[config.mk]
export PLATFORM = sky130hd
export DESIGN_NAME = icache_flat
export DESIGN_NICKNAME = d
export VERILOG_FILES = /design/src/rtl/icache_pkg.sv /design/src/rtl/icache_if.sv /design/src/rtl/icache_line_mem.sv /design/src/rtl/icache.sv /design/src/flat_wrapper.sv
export SDC_FILE = /design/constraint.sdc
export NUM_CORES = 2
export LEC_CHECK = 0
export BUFFER_PORTS_ARGS = -buffer_cell sky130_fd_sc_hd__buf_2
export CAP_MARGIN = 10
export CORE_UTILIZATION = 60
export DETAILED_ROUTE_END_ITERATION = 8
export GPL_ROUTABILITY_DRIVEN = 1
export GPL_TIMING_DRIVEN = 0
export PLACE_DENSITY = 0.87
export SKIP_LAST_GASP = 1
export SLEW_MARGIN = 30
export SYNTH_ARGS = -nofsm -noshare
export SYNTH_HDL_FRONTEND = slang
export SYNTH_HIERARCHICAL = 1
export SYNTH_SLANG_ARGS = --single-unit
[constraint.sdc]
create_clock -name clk -period 4.89 [get_ports clk]
set_input_delay 0.2445 -clock clk [delete_from_list [all_inputs] [get_ports clk]]
set_output_delay 0.2445 -clock clk [all_outputs]
set_load 0.1 [all_outputs]
[src/rtl/icache_pkg.sv]
// icache_pkg: shared constants for the instruction cache.
//   - ICACHE_INDEX_BITS / ICACHE_OFFSET_BITS : default geometry (16 lines x 4 words)
//   - ICACHE_ADDR_W / ICACHE_INST_W          : address and instruction widths
//   - icache_state_e                         : controller state encoding
package icache_pkg;

  localparam int ICACHE_INDEX_BITS  = 4;
  localparam int ICACHE_OFFSET_BITS = 2;
  localparam int ICACHE_ADDR_W      = 32;
  localparam int ICACHE_INST_W      = 32;

  typedef enum logic [0:0] {
    ICACHE_IDLE   = 1'b0,
    ICACHE_REFILL = 1'b1
  } icache_state_e;

endpackage

[src/rtl/icache_if.sv]
// icache_if: fetch-side and memory-controller-side signals of the icache.
//   slave  : the cache's view (takes fetch requests, issues word refills)
//   master : the environment's view (fetch unit + memory controller)
//
// Handshake: a requester raises its enable (if_en / memc_en) with a stable
// address and holds both until the responder pulses its done (if_done /
// memc_done) for exactly one cycle; the data is valid only in that cycle.
interface icache_if;
  import icache_pkg::*;

  logic                     if_en;
  logic [ICACHE_ADDR_W-1:0] if_pc;
  logic                     if_done;
  logic [ICACHE_INST_W-1:0] if_inst;
  logic                     memc_en;
  logic [ICACHE_ADDR_W-1:0] memc_pc;
  logic                     memc_done;
  logic [ICACHE_INST_W-1:0] memc_data;

  modport slave (
    input  if_en, if_pc, memc_done, memc_data,
    output if_done, if_inst, memc_en, memc_pc
  );

  modport master (
    output if_en, if_pc, memc_done, memc_data,
    input  if_done, if_inst, memc_en, memc_pc
  );

endinterface

[src/rtl/icache_line_mem.sv]
// icache_line_mem: tag, valid and data storage of the direct-mapped icache.
//   rd_index/rd_word -> rd_valid, rd_tag, rd_data : combinational read
//   wr_index          : line addressed by every write-side operation
//   clr_valid         : clear the valid bit of wr_index
//   wr_en/wr_word/wr_data : write one data word of wr_index
//   fill_en/fill_tag  : set valid and store the tag of wr_index
// Only the valid bits are reset; tag and data are plain memory.
module icache_line_mem
  import icache_pkg::*;
#(
  parameter int INDEX_BITS  = ICACHE_INDEX_BITS,
  parameter int OFFSET_BITS = ICACHE_OFFSET_BITS,
  parameter int TAG_W       = ICACHE_ADDR_W - 2 - OFFSET_BITS - INDEX_BITS
) (
  input  logic                     clk,
  input  logic                     rst,
  input  logic [INDEX_BITS-1:0]    rd_index,
  input  logic [OFFSET_BITS-1:0]   rd_word,
  output logic                     rd_valid,
  output logic [TAG_W-1:0]         rd_tag,
  output logic [ICACHE_INST_W-1:0] rd_data,
  input  logic [INDEX_BITS-1:0]    wr_index,
  input  logic                     clr_valid,
  input  logic                     wr_en,
  input  logic [OFFSET_BITS-1:0]   wr_word,
  input  logic [ICACHE_INST_W-1:0] wr_data,
  input  logic                     fill_en,
  input  logic [TAG_W-1:0]         fill_tag
);

  localparam int LINES = 1 << INDEX_BITS;
  localparam int WORDS = 1 << OFFSET_BITS;

  logic [LINES-1:0]         valid_q, valid_d;
  logic [TAG_W-1:0]         tag_mem  [LINES];
  logic [ICACHE_INST_W-1:0] data_mem [LINES][WORDS];

  assign rd_valid = valid_q[rd_index];
  assign rd_tag   = tag_mem[rd_index];
  assign rd_data  = data_mem[rd_index][rd_word];

  always_comb begin
    valid_d = valid_q;
    if (clr_valid) valid_d[wr_index] = 1'b0;
    if (fill_en)   valid_d[wr_index] = 1'b1;
  end

  always_ff @(posedge clk or posedge rst) begin
    if (rst) valid_q <= '0;
    else     valid_q <= valid_d;
  end

  always_ff @(posedge clk) begin
    if (wr_en)   data_mem[wr_index][wr_word] <= wr_data;
    if (fill_en) tag_mem[wr_index]           <= fill_tag;
  end

endmodule

[src/rtl/icache.sv]
// icache: direct-mapped, read-only instruction cache.
//   clk, rst      : clock, asynchronous active-high reset
//   rdy           : global stall; when low nothing changes
//   rollback      : pipeline flush; aborts a lookup or refill in progress
//   bus (slave)   : fetch request/response and memory-controller word refill
//   dbg_state     : current controller state
//   hit_cnt/miss_cnt : saturating lookup counters, only when ICACHE_PERF_CNT_EN
//                      is defined
// Hits answer one cycle after the request. A miss invalidates the target line,
// fetches all of its words in order and then answers with the requested word.
module icache
  import icache_pkg::*;
#(
  parameter int INDEX_BITS  = ICACHE_INDEX_BITS,
  parameter int OFFSET_BITS = ICACHE_OFFSET_BITS
) (
  input  logic          clk,
  input  logic          rst,
  input  logic          rdy,
  input  logic          rollback,
  icache_if.slave       bus,
  output icache_state_e dbg_state
`ifdef ICACHE_PERF_CNT_EN
  ,
  output logic [31:0]   hit_cnt,
  output logic [31:0]   miss_cnt
`endif
);

  localparam int LINE_LSB = 2 + OFFSET_BITS;
  localparam int TAG_LSB  = LINE_LSB + INDEX_BITS;
  localparam int TAG_W    = ICACHE_ADDR_W - TAG_LSB;
  localparam int LINE_W   = ICACHE_ADDR_W - LINE_LSB;
  localparam logic [OFFSET_BITS-1:0] LAST_WORD = '1;

  icache_state_e            state_q, state_d;
  logic [OFFSET_BITS-1:0]   k_q, k_d;
  logic [LINE_W-1:0]        line_q, line_d;      // tag+index of the line being refilled
  logic [OFFSET_BITS-1:0]   word_q, word_d;      // word the stalled fetch asked for
  logic [ICACHE_INST_W-1:0] req_inst_q, req_inst_d;
  logic                     if_done_q, if_done_d;
  logic [ICACHE_INST_W-1:0] if_inst_q, if_inst_d;
  logic                     memc_en_q, memc_en_d;
  logic [ICACHE_ADDR_W-1:0] memc_pc_q, memc_pc_d;

  logic [INDEX_BITS-1:0]    req_index, fill_index, mem_index;
  logic [OFFSET_BITS-1:0]   req_word, k_inc;
  logic [TAG_W-1:0]         req_tag, fill_tag, rd_tag;
  logic                     rd_valid, hit;
  logic [ICACHE_INST_W-1:0] rd_data;
  logic                     clr_valid, wr_en, fill_en;
  logic                     unused_pc_bits;

  assign req_index  = bus.if_pc[TAG_LSB-1:LINE_LSB];
  assign req_word   = bus.if_pc[LINE_LSB-1:2];
  assign req_tag    = bus.if_pc[ICACHE_ADDR_W-1:TAG_LSB];
  assign fill_index = line_q[INDEX_BITS-1:0];
  assign fill_tag   = line_q[LINE_W-1:INDEX_BITS];
  assign hit        = rd_valid && (rd_tag == req_tag);
  assign k_inc      = k_q + OFFSET_BITS'(1);
  assign unused_pc_bits = ^bus.if_pc[1:0];

  // Writes only happen at refill start (clear, IDLE) or during REFILL.
  assign mem_index = (state_q == ICACHE_IDLE) ? req_index : fill_index;

  icache_line_mem #(
    .INDEX_BITS (INDEX_BITS),
    .OFFSET_BITS(OFFSET_BITS),
    .TAG_W      (TAG_W)
  ) u_line_mem (
    .clk      (clk),
    .rst      (rst),
    .rd_index (req_index),
    .rd_word  (req_word),
    .rd_valid (rd_valid),
    .rd_tag   (rd_tag),
    .rd_data  (rd_data),
    .wr_index (mem_index),
    .clr_valid(clr_valid),
    .wr_en    (wr_en),
    .wr_word  (k_q),
    .wr_data  (bus.memc_data),
    .fill_en  (fill_en),
    .fill_tag (fill_tag)
  );

  always_comb begin
    state_d    = state_q;
    k_d        = k_q;
    line_d     = line_q;
    word_d     = word_q;
    req_inst_d = req_inst_q;
    if_done_d  = if_done_q;
    if_inst_d  = if_inst_q;
    memc_en_d  = memc_en_q;
    memc_pc_d  = memc_pc_q;
    clr_valid  = 1'b0;
    wr_en      = 1'b0;
    fill_en    = 1'b0;
    if (rdy) begin
      if_done_d = 1'b0;
      if (rollback) begin
        // The refilling line was invalidated at refill start, so dropping
        // out here leaves no partially filled line visible.
        state_d   = ICACHE_IDLE;
        memc_en_d = 1'b0;
        k_d       = '0;
      end else begin
        case (state_q)
          ICACHE_IDLE: begin
            // In the if_done cycle if_en still shows the answered request.
            if (bus.if_en && !if_done_q) begin
              if (hit) begin
                if_done_d = 1'b1;
                if_inst_d = rd_data;
              end else begin
                line_d    = bus.if_pc[ICACHE_ADDR_W-1:LINE_LSB];
                word_d    = req_word;
                k_d       = '0;
                clr_valid = 1'b1;
                memc_en_d = 1'b1;
                memc_pc_d = {bus.if_pc[ICACHE_ADDR_W-1:LINE_LSB], {LINE_LSB{1'b0}}};
                state_d   = ICACHE_REFILL;
              end
            end
          end
          ICACHE_REFILL: begin
            if (bus.memc_done) begin
              wr_en = 1'b1;
              if (k_q == word_q) req_inst_d = bus.memc_data;
              if (k_q == LAST_WORD) begin
                fill_en   = 1'b1;
                memc_en_d = 1'b0;
                if_done_d = 1'b1;
                if_inst_d = (k_q == word_q) ? bus.memc_data : req_inst_q;
                k_d       = '0;
                state_d   = ICACHE_IDLE;
              end else begin
                k_d       = k_inc;
                memc_pc_d = {line_q, k_inc, 2'b00};
              end
            end
          end
          default: state_d = ICACHE_IDLE;
        endcase
      end
    end
  end

  always_ff @(posedge clk or posedge rst) begin
    if (rst) begin
      state_q    <= ICACHE_IDLE;
      k_q        <= '0;
      line_q     <= '0;
      word_q     <= '0;
      req_inst_q <= '0;
      if_done_q  <= 1'b0;
      if_inst_q  <= '0;
      memc_en_q  <= 1'b0;
      memc_pc_q  <= '0;
    end else begin
      state_q    <= state_d;
      k_q        <= k_d;
      line_q     <= line_d;
      word_q     <= word_d;
      req_inst_q <= req_inst_d;
      if_done_q  <= if_done_d;
      if_inst_q  <= if_inst_d;
      memc_en_q  <= memc_en_d;
      memc_pc_q  <= memc_pc_d;
    end
  end

  assign bus.if_done = if_done_q;
  assign bus.if_inst = if_inst_q;
  assign bus.memc_en = memc_en_q;
  assign bus.memc_pc = memc_pc_q;
  assign dbg_state   = state_q;

`ifdef ICACHE_PERF_CNT_EN
  logic [31:0] hit_cnt_q, hit_cnt_d, miss_cnt_q, miss_cnt_d;
  logic        lookup;

  // Same acceptance condition as the IDLE branch above.
  assign lookup = rdy && !rollback && (state_q == ICACHE_IDLE) &&
                  bus.if_en && !if_done_q;

  always_comb begin
    hit_cnt_d  = hit_cnt_q;
    miss_cnt_d = miss_cnt_q;
    if (lookup) begin
      if (hit) begin
        if (hit_cnt_q != '1) hit_cnt_d = hit_cnt_q + 32'd1;
      end else begin
        if (miss_cnt_q != '1) miss_cnt_d = miss_cnt_q + 32'd1;
      end
    end
  end

  always_ff @(posedge clk or posedge rst) begin
    if (rst) begin
      hit_cnt_q  <= '0;
      miss_cnt_q <= '0;
    end else begin
      hit_cnt_q  <= hit_cnt_d;
      miss_cnt_q <= miss_cnt_d;
    end
  end

  assign hit_cnt  = hit_cnt_q;
  assign miss_cnt = miss_cnt_q;
`endif

endmodule

[src/flat_wrapper.sv]
// flat-port wrapper written by rule: the top's interface ports become plain ports
module icache_flat import icache_pkg::*;
#(
  parameter int INDEX_BITS  = ICACHE_INDEX_BITS,
  parameter int OFFSET_BITS = ICACHE_OFFSET_BITS
)
  (clk, rst, rdy, rollback, dbg_state, bus_if_en, bus_if_pc, bus_memc_done, bus_memc_data, bus_if_done, bus_if_inst, bus_memc_en, bus_memc_pc);
  icache_if bus_i ();
  input  logic clk;
  input  logic rst;
  input  logic rdy;
  input  logic rollback;
  output icache_state_e dbg_state;
  input wire logic [$bits(bus_i.if_en)-1:0] bus_if_en;
  input wire logic [$bits(bus_i.if_pc)-1:0] bus_if_pc;
  input wire logic [$bits(bus_i.memc_done)-1:0] bus_memc_done;
  input wire logic [$bits(bus_i.memc_data)-1:0] bus_memc_data;
  output wire logic [$bits(bus_i.if_done)-1:0] bus_if_done;
  output wire logic [$bits(bus_i.if_inst)-1:0] bus_if_inst;
  output wire logic [$bits(bus_i.memc_en)-1:0] bus_memc_en;
  output wire logic [$bits(bus_i.memc_pc)-1:0] bus_memc_pc;
  assign bus_i.if_en = bus_if_en;
  assign bus_i.if_pc = bus_if_pc;
  assign bus_i.memc_done = bus_memc_done;
  assign bus_i.memc_data = bus_memc_data;
  assign bus_if_done = bus_i.if_done;
  assign bus_if_inst = bus_i.if_inst;
  assign bus_memc_en = bus_i.memc_en;
  assign bus_memc_pc = bus_i.memc_pc;
  icache #(.INDEX_BITS(INDEX_BITS), .OFFSET_BITS(OFFSET_BITS)) u_core (.clk(clk), .rst(rst), .rdy(rdy), .rollback(rollback), .bus(bus_i), .dbg_state(dbg_state));
endmodule
# Yosys cells after proc, flatten, opt, wreduce, memory -nomap -nowiden
# Memories as Yosys holds them, arrays and structs flattened.
# Index checks and enable logic that the tools add are counted.
# classes
add_sub_neg,1
n_mux,61
bitwise,8
n_eq_ne,13
n_reduce_logical,11
order_cmp,6
# ops
op,count
2-to-1 mux 32 bit,12
2-to-1 mux 128 bit,1
one-hot mux 32 bit (2 select lines),2
binary-select mux 32 bit (select 2 bit),1
demux 32 bit (select 2 bit),1
2-to-1 mux 16 bit,2
2-to-1 mux 1 bit,30
== test 24 bit,1
bitwise AND 16 bit,1
NOT 16 bit,1
OR 16 bit,1
!= test 3 bit (second input constant),4
AND reduction 6 bit,2
< comparator 4 x 5 -> 1 bit (second input constant),2
2-to-1 mux 2 bit,5
!= test 2 bit (second input constant),5
AND reduction 5 bit,2
AND reduction 4 bit,2
>= comparator 3 bit (second input constant),2
NOT 2 -> 3 bit,2
one-hot mux 1 bit (2 select lines),3
binary-select mux 1 bit (select 4 bit),1
demux 1 bit (select 4 bit),1
>= comparator 4 x 1 -> 1 bit (second input constant),1
other kinds (10),15
# word_totals
mem_count,2
input_bits,70
output_inout_bits,67
reg_bits,147
word_cells,112
ram_bits,2432
# memory_table
memory,words,width,read_ports,rd_clocked_by_memory_dff,write_ports,line_no,source
u_core.u_line_mem.data_mem,16,128,1,0,1,icache_line_mem.sv:36,logic [ICACHE_INST_W-1:0] data_mem [LINES][WORDS];
u_core.u_line_mem.tag_mem,16,24,1,0,1,icache_line_mem.sv:35,logic [TAG_W-1:0] tag_mem [LINES];

# Logic depth before layout (Yosys ltp)
# logic_depth
word_depth,11
depth_mapped,18
depth_no_buf,11

# Hierarchy
# The synthesis kept the hierarchy.
# modules_own_cells
mod,instances,area_each_um2,cells_per_inst,seq_area_each_um2
icache_line_mem,1,93629.8,4185,73430.4
icache,1,6342.3,489,3228.1

# Worst setup path before layout
# Ideal clock, no wire load.
# synth_timing
path_type,register -> register
start,"reg u_core.state_q, in the netlist u_core/dbg_state"
end,mem u_core/u_line_mem/data_mem[11][32] (netlist bit) (enable)
slack_ns,0.564
n_path_buf,3
t_arrival_ns,3.905
required_time_ns,4.469
synth_period_minus_slack_ns,4.326
setup_ns,0.421
path_stages_with_launch,8
path_cell_list,dfrtp_1 -> buf_1 -> mux2_2 -> clkbuf_1 -> nor2b_1 -> clkbuf_1 -> nand3_1 -> nor2_1
# synth_via
elab_cells_between_ends,6
cone_classes,mux: 6
# synth_lines
element,line_no,source
"start, declared",icache.sv:36,"icache_state_e state_q, state_d;"
"start signal, assigned",icache.sv:162,state_q <= state_d;
2-to-1 mux 4 bit,icache.sv:64,assign mem_index = (state_q == ICACHE_IDLE) ? req_index : fill_index;
named net u_core.mem_index[2],icache.sv:46,"logic [INDEX_BITS-1:0] req_index, fill_index, mem_index;"
"end, declared",icache_line_mem.sv:36,
# The timed path passes the listed nets, and every way through them passes these cells.

# Worst setup path in the final report
# layout_timing
start,in bus_if_pc[6]
end,reg u_core.u_line_mem.valid_q[12]
# layout_via
elab_chain_cells,11
elab_cells_between_ends,21
cone_classes,order compare: 2; eq/ne: 1; mux: 12; bitwise: 3; reduce/logical: 2; memory: 1
# layout_lines
element,line_no,source
"start, declared",flat_wrapper.sv:15,input wire logic [$bits(bus_i.if_pc)-1:0] bus_if_pc;
memory read (16 x 24 bit) (*),--,
named net u_core.rd_tag[6],icache.sv:48,"logic [TAG_W-1:0] req_tag, fill_tag, rd_tag;"
== test 24 bit (*),icache.sv:59,assign hit = rd_valid && (rd_tag == req_tag);
logical AND 1 bit (*),icache.sv:59,
2-to-1 mux 1 bit (*),icache.sv:113,if (hit) begin
2-to-1 mux 1 bit (*),icache.sv:112,if (bus.if_en && !if_done_q) begin
2-to-1 mux 1 bit (*),icache.sv:109,case (state_q)
2-to-1 mux 1 bit (*),icache.sv:102,if (rollback) begin
2-to-1 mux 1 bit (*),icache.sv:100,if (rdy) begin
named net u_core.clr_valid,icache.sv:51,"logic clr_valid, wr_en, fill_en;"
2-to-1 mux 16 bit (*),icache_line_mem.sv:44,if (clr_valid) valid_d[wr_index] = 1'b0;
OR 16 bit (no line),--,
2-to-1 mux 16 bit (*),icache_line_mem.sv:45,if (fill_en) valid_d[wr_index] = 1'b1;
named net u_core.u_line_mem.valid_d[12],icache_line_mem.sv:34,"logic [LINES-1:0] valid_q, valid_d;"
"end signal, assigned",icache_line_mem.sv:50,else valid_q <= valid_d;
"end, declared",icache_line_mem.sv:34,
# Mark *: on every way through the listed nets, which the timed path passes. The rest lies on a longest branch. The select of a mux whose other input is x is not followed.
# A chain may end at the register's enable or synchronous reset.

==> results <==
- The first-pass GRT wire length is 448 mm.
- The clock latency of the later-clocked register in the worst-skew pair is ~0.93 ns.
- Using the TritonRoute via totals, the vias-per-cell ratio works out to 7.74.
- The leakage dissipation is 37.9 nW.
- Summing all flip-flop and latch instances after layout gives 76700 µm².
- The clock tree root driver cell is sky130_fd_sc_hd__clkbuf_16.
- The post-synthesis instance total is 4674.
- After clock tree synthesis, the clock-pin slew on the worst setup and hold paths is 0.06 ns.
- The count of TritonRoute iterations in the first routing pass is 9.
- The number of synthesized flops with an enable pin is 2432.
- Clock skew on the completed layout was measured at 0.0789 ns.
- Counting the buffers created by CTS gives between 200 and 250.
- In this run the worst path has a maximum fanout of 10.
- The final weighted congestion in routability-driven placement is slightly above 0.9.
- The worst register-to-register path begins at u_core/dbg_state.
- In the global route stage, overall resource usage came out at 38.8%.
- The area used by multi-input combinational logic is 22400 µm².
- In the final design database the tool counted 5313 nets.
- The finished cells cover roughly 120000 µm².
- The peak per-stage delay on the critical path is 0.42 ns.
- The floorplan core area is 165000 µm².
- The total via count after detailed routing is 59100.
- The number of antenna-violating nets in the routed design is 0.
- The worst hold path cell count is 3.
- The total of endpoints with negative setup slack in the final report is 5.
- Across the VDD grid, the largest voltage drop is 443 µV.
- The number of cell rows is 149.
- The final count of pins violating max slew is 0.
- The fmax is 199 MHz.
- TritonCTS built the clock tree.
- The sequential cell area fraction in the yosys report is 76.7%.
- For this run, design rule violations remaining after detail routing come to ~120.
- In this run the number of H-tree levels came out at 4.
- The top cell types in the final layout, fill and taps aside, are sky130_fd_sc_hd__edfxtp_1, sky130_fd_sc_hd__mux4_2, sky130_fd_sc_hd__clkbuf_16.
- The min-delay analysis places its worst path in the category in -> reg.
- The area overhead of the layout relative to synthesis is 15.8%.
- After layout, the worst setup slack is -0.132 ns.
- The maximum number of pins on one net before global-route repair is 78.
- After the first detailed-routing iteration, the DRC count stood at 11600.
- The critical path starts at bus_if_pc[6].
- The worst max-slew margin expressed relative to the limit is between 20% and 30%.
- The count of buffers inserted at the top-level ports is 132.
- At the pin with the least slew margin, the transition time is 1.11 ns.
- The placed standard-cell area is approximately 110000 µm².
- The count of cells in the finished layout, fillers not included, comes to 7637.
- Cells with a size suffix above 1 make up between 20% and 30% of the layout.
- The routed wirelength normalized by instance count is between 40 and 50 µm.
- Of all flip-flops after synthesis, the portion carrying an async set or reset was under 10%.
- The cell area power density is 428 nW/µm².
- The count of clock tree sinks is between 2000 and 3000.
- The clock passes through at most 3 buffers.
- The predominant post-synthesis flop cell is sky130_fd_sc_hd__edfxtp_1.
- The flow ran to the end, but the final reports show violations.
- The portion of the clock cycle consumed by the worst path in the final layout is 103%.
- The post-layout minimum cycle time is roughly 5 ns.
- During I/O placement, the number of pins put on the boundary was 137.
- Among all stages on the critical path, the largest delay is contributed by sky130_fd_sc_hd__buf_2.
- The dominant cell type by count on the critical path is sky130_fd_sc_hd__buf_4.
- The most common library cell in the layout ignoring fill and taps is sky130_fd_sc_hd__edfxtp_1.
- The signal arrival time at the worst endpoint is 5.81 ns.
- The mean instance size in the synthesized netlist is between 20 and 25 µm².
- The number of flip-flops and latches in the synthesized netlist is between 2000 and 3000.
- The final wirelength is 324 mm.
- The required time at the worst-slack endpoint is ~5.7 ns.
- The final HPWL from detailed placement is 187 mm.
- The vertical die dimension is 410 µm.
- The total congestion overflow after global routing is 0.
- In this run the horizontal extent of the chip is between 400 and 500 µm.
- The final reports fail on DRC, setup timing.
- The placed instance count is 7125.
- The critical path endpoint category is a flop.
- The post-synthesis cell area is 100000 µm².
- Yosys printed 6 warnings.
- The number of inserted filler cells in the final layout is 8703.
- The worst setup path is launched from an input port.
- The initial standard-cell utilization of the core is 60.5%.
- The signal on the critical path passes through buf_2, clkbuf_4, buf_4, buf_4, buf_4, buf_4, buf_2, mux2i_1, a21oi_1, xnor2_1, nand4_1, nor4_1, and4_2, nor4_4, clkbuf_4, clkbuf_1, clkbuf_2, nand2_1, a21o_1.
- The total die area is 168000 µm².
- In this run the most critical hold path is launched from bus_if_pc[30].
- The kind of critical path is in -> reg.
- The number of cells on the worst reg-to-reg path is 8.
- The initial antenna violation count is 26.
- In this run, distinct cell masters in the synthesized netlist total between 50 and 60.
- The overall power consumption is 49.5 mW.
- The number of max-cap violations is 0.
- The number of global-route vias before repair was a little under 60000.
- The final-report hold violation count was 0.
- The worst hold margin is 0.144 ns.
==> worst paths after layout <==
path / slack, ns / end
max in group asynchronous: 2.85 / u_core/bus.if_inst[20]
hold reg to reg: 0.49 / u_core/u_line_mem/valid_q[7]
setup / recovery: -0.13 / u_core/u_line_mem/valid_q[12]
hold / removal: 0.14 / u_core/line_q[26]
min in group asynchronous: 0.57 / u_core/u_line_mem/valid_q[15]
setup reg to reg: 0.14 / u_core/u_line_mem/data_mem[11][77]
==> area by class of cell <==
class / instances / share of cell area, %
Sequential cell: 2577 / 66.2
Multi-Input combinational cell: 1823 / 19.3
Clock buffer: 293 / 5.40
Timing Repair Buffer: 333 / 4.17
Tap cell: 2189 / 2.37
Buffer: 268 / 1.31
Clock inverter: 143 / 1.17
Inverter: 5 / 0.0227
Antenna cell: 6 / 0.0130
==> power breakdown <==
group	switching (mW)	leakage (nW)	total (mW)	internal (mW)
Clock	8.49	3.73	18.5	10.0
Combinational	3.82	10.5	5.28	1.46
Sequential	0.740	23.7	25.7	25.0
Total	13.0	37.9	49.5	36.5
==> logic make-up (layout without fill, tap and decap cells) <==
| family | after synthesis | in the layout | share of synthesized area, % |
|---|---|---|---|
| flip-flops | 2577 | 2577 | 76.7 |
| multiplexers | 933 | 933 | 16.5 |
| AND/OR/NAND/NOR | 435 | 435 | 2.18 |
| AO/OA/AOI/OAI | 425 | 425 | 2.93 |
| buffers and inverters | 275 | 1042 | 1.49 |
| XOR/XNOR | 27 | 27 | 0.237 |
| adder cells (fa/ha/maj) | 1 | 1 | 0.0125 |
| other | 1 | 8 | 0.00375 |
==> layer usage <==
layer	track usage (%)	up-vias	part of all wire, %
li1	-	20700	-
met1	45.8	29100	29
met2	58.6	7267	45
met3	15.1	2016	16
met4	27.9	40	9.7
met5	0.316	-	0.095
==> repair_timing <==
item,CTS,global route
resized for setup,12,9
hold buffers,67,3
hold endpoints to repair,1888,129
pin swaps,1,0
endpoints found under the setup margin,49,46
setup buffers,1,0
==> worst max-delay path, delay by kind of cell <==
family	cells	cell delay (ns)
buffers and inverters	10	3.33
and+or+nand+nor	5	1.05
AOI/OAI and AO/OA	2	0.45
muxes	1	0.39
xor gates and xnor gates	1	0.29
==> synthesized netlist by cell type, types with 40 or more instances <==
cell,count,area (µm²)
sky130_fd_sc_hd__edfxtp_1,2432,73000
sky130_fd_sc_hd__mux4_2,548,12300
sky130_fd_sc_hd__mux2i_1,226,2260
sky130_fd_sc_hd__dfrtp_1,145,3630
sky130_fd_sc_hd__a22oi_1,132,991
sky130_fd_sc_hd__mux2_2,129,1450
sky130_fd_sc_hd__clkbuf_1,124,465
sky130_fd_sc_hd__nor2_1,118,443
sky130_fd_sc_hd__a21oi_1,102,510
sky130_fd_sc_hd__nand3_1,98,490
sky130_fd_sc_hd__nor2b_1,71,444
sky130_fd_sc_hd__nand2_1,62,233
sky130_fd_sc_hd__buf_2,60,300
sky130_fd_sc_hd__a211oi_1,57,428
sky130_fd_sc_hd__buf_4,45,338
sky130_fd_sc_hd__o22ai_1,40,250
==> registers in the layout (all words and copies together) (netlist names), 2 cells and up <==
signal and flops:
u_core/u_line_mem/data_mem 2048, u_core/u_line_mem/tag_mem 384, u_core/bus.if_inst 32, u_core/req_inst_q 32, u_core/bus.memc_pc 30, u_core/line_q 28, u_core/u_line_mem/valid_q 16, u_core/k_q 2
u_core/word_q 2
==> per-stage QoR <==
step                      utilization (%)  setup WS (ns)  setup TNS (ns)
final                                70.1         -0.132          -0.277
after global routing                 70.1       -0.00440        -0.00440
after CTS                            70.0          0.116               0
after detailed placement             65.0          -1.47          -97.37
after global placement               62.6          -1.66        -2628.66
after floorplan                         -          0.564               0
Note: power is estimated with default switching activity, not from simulation.
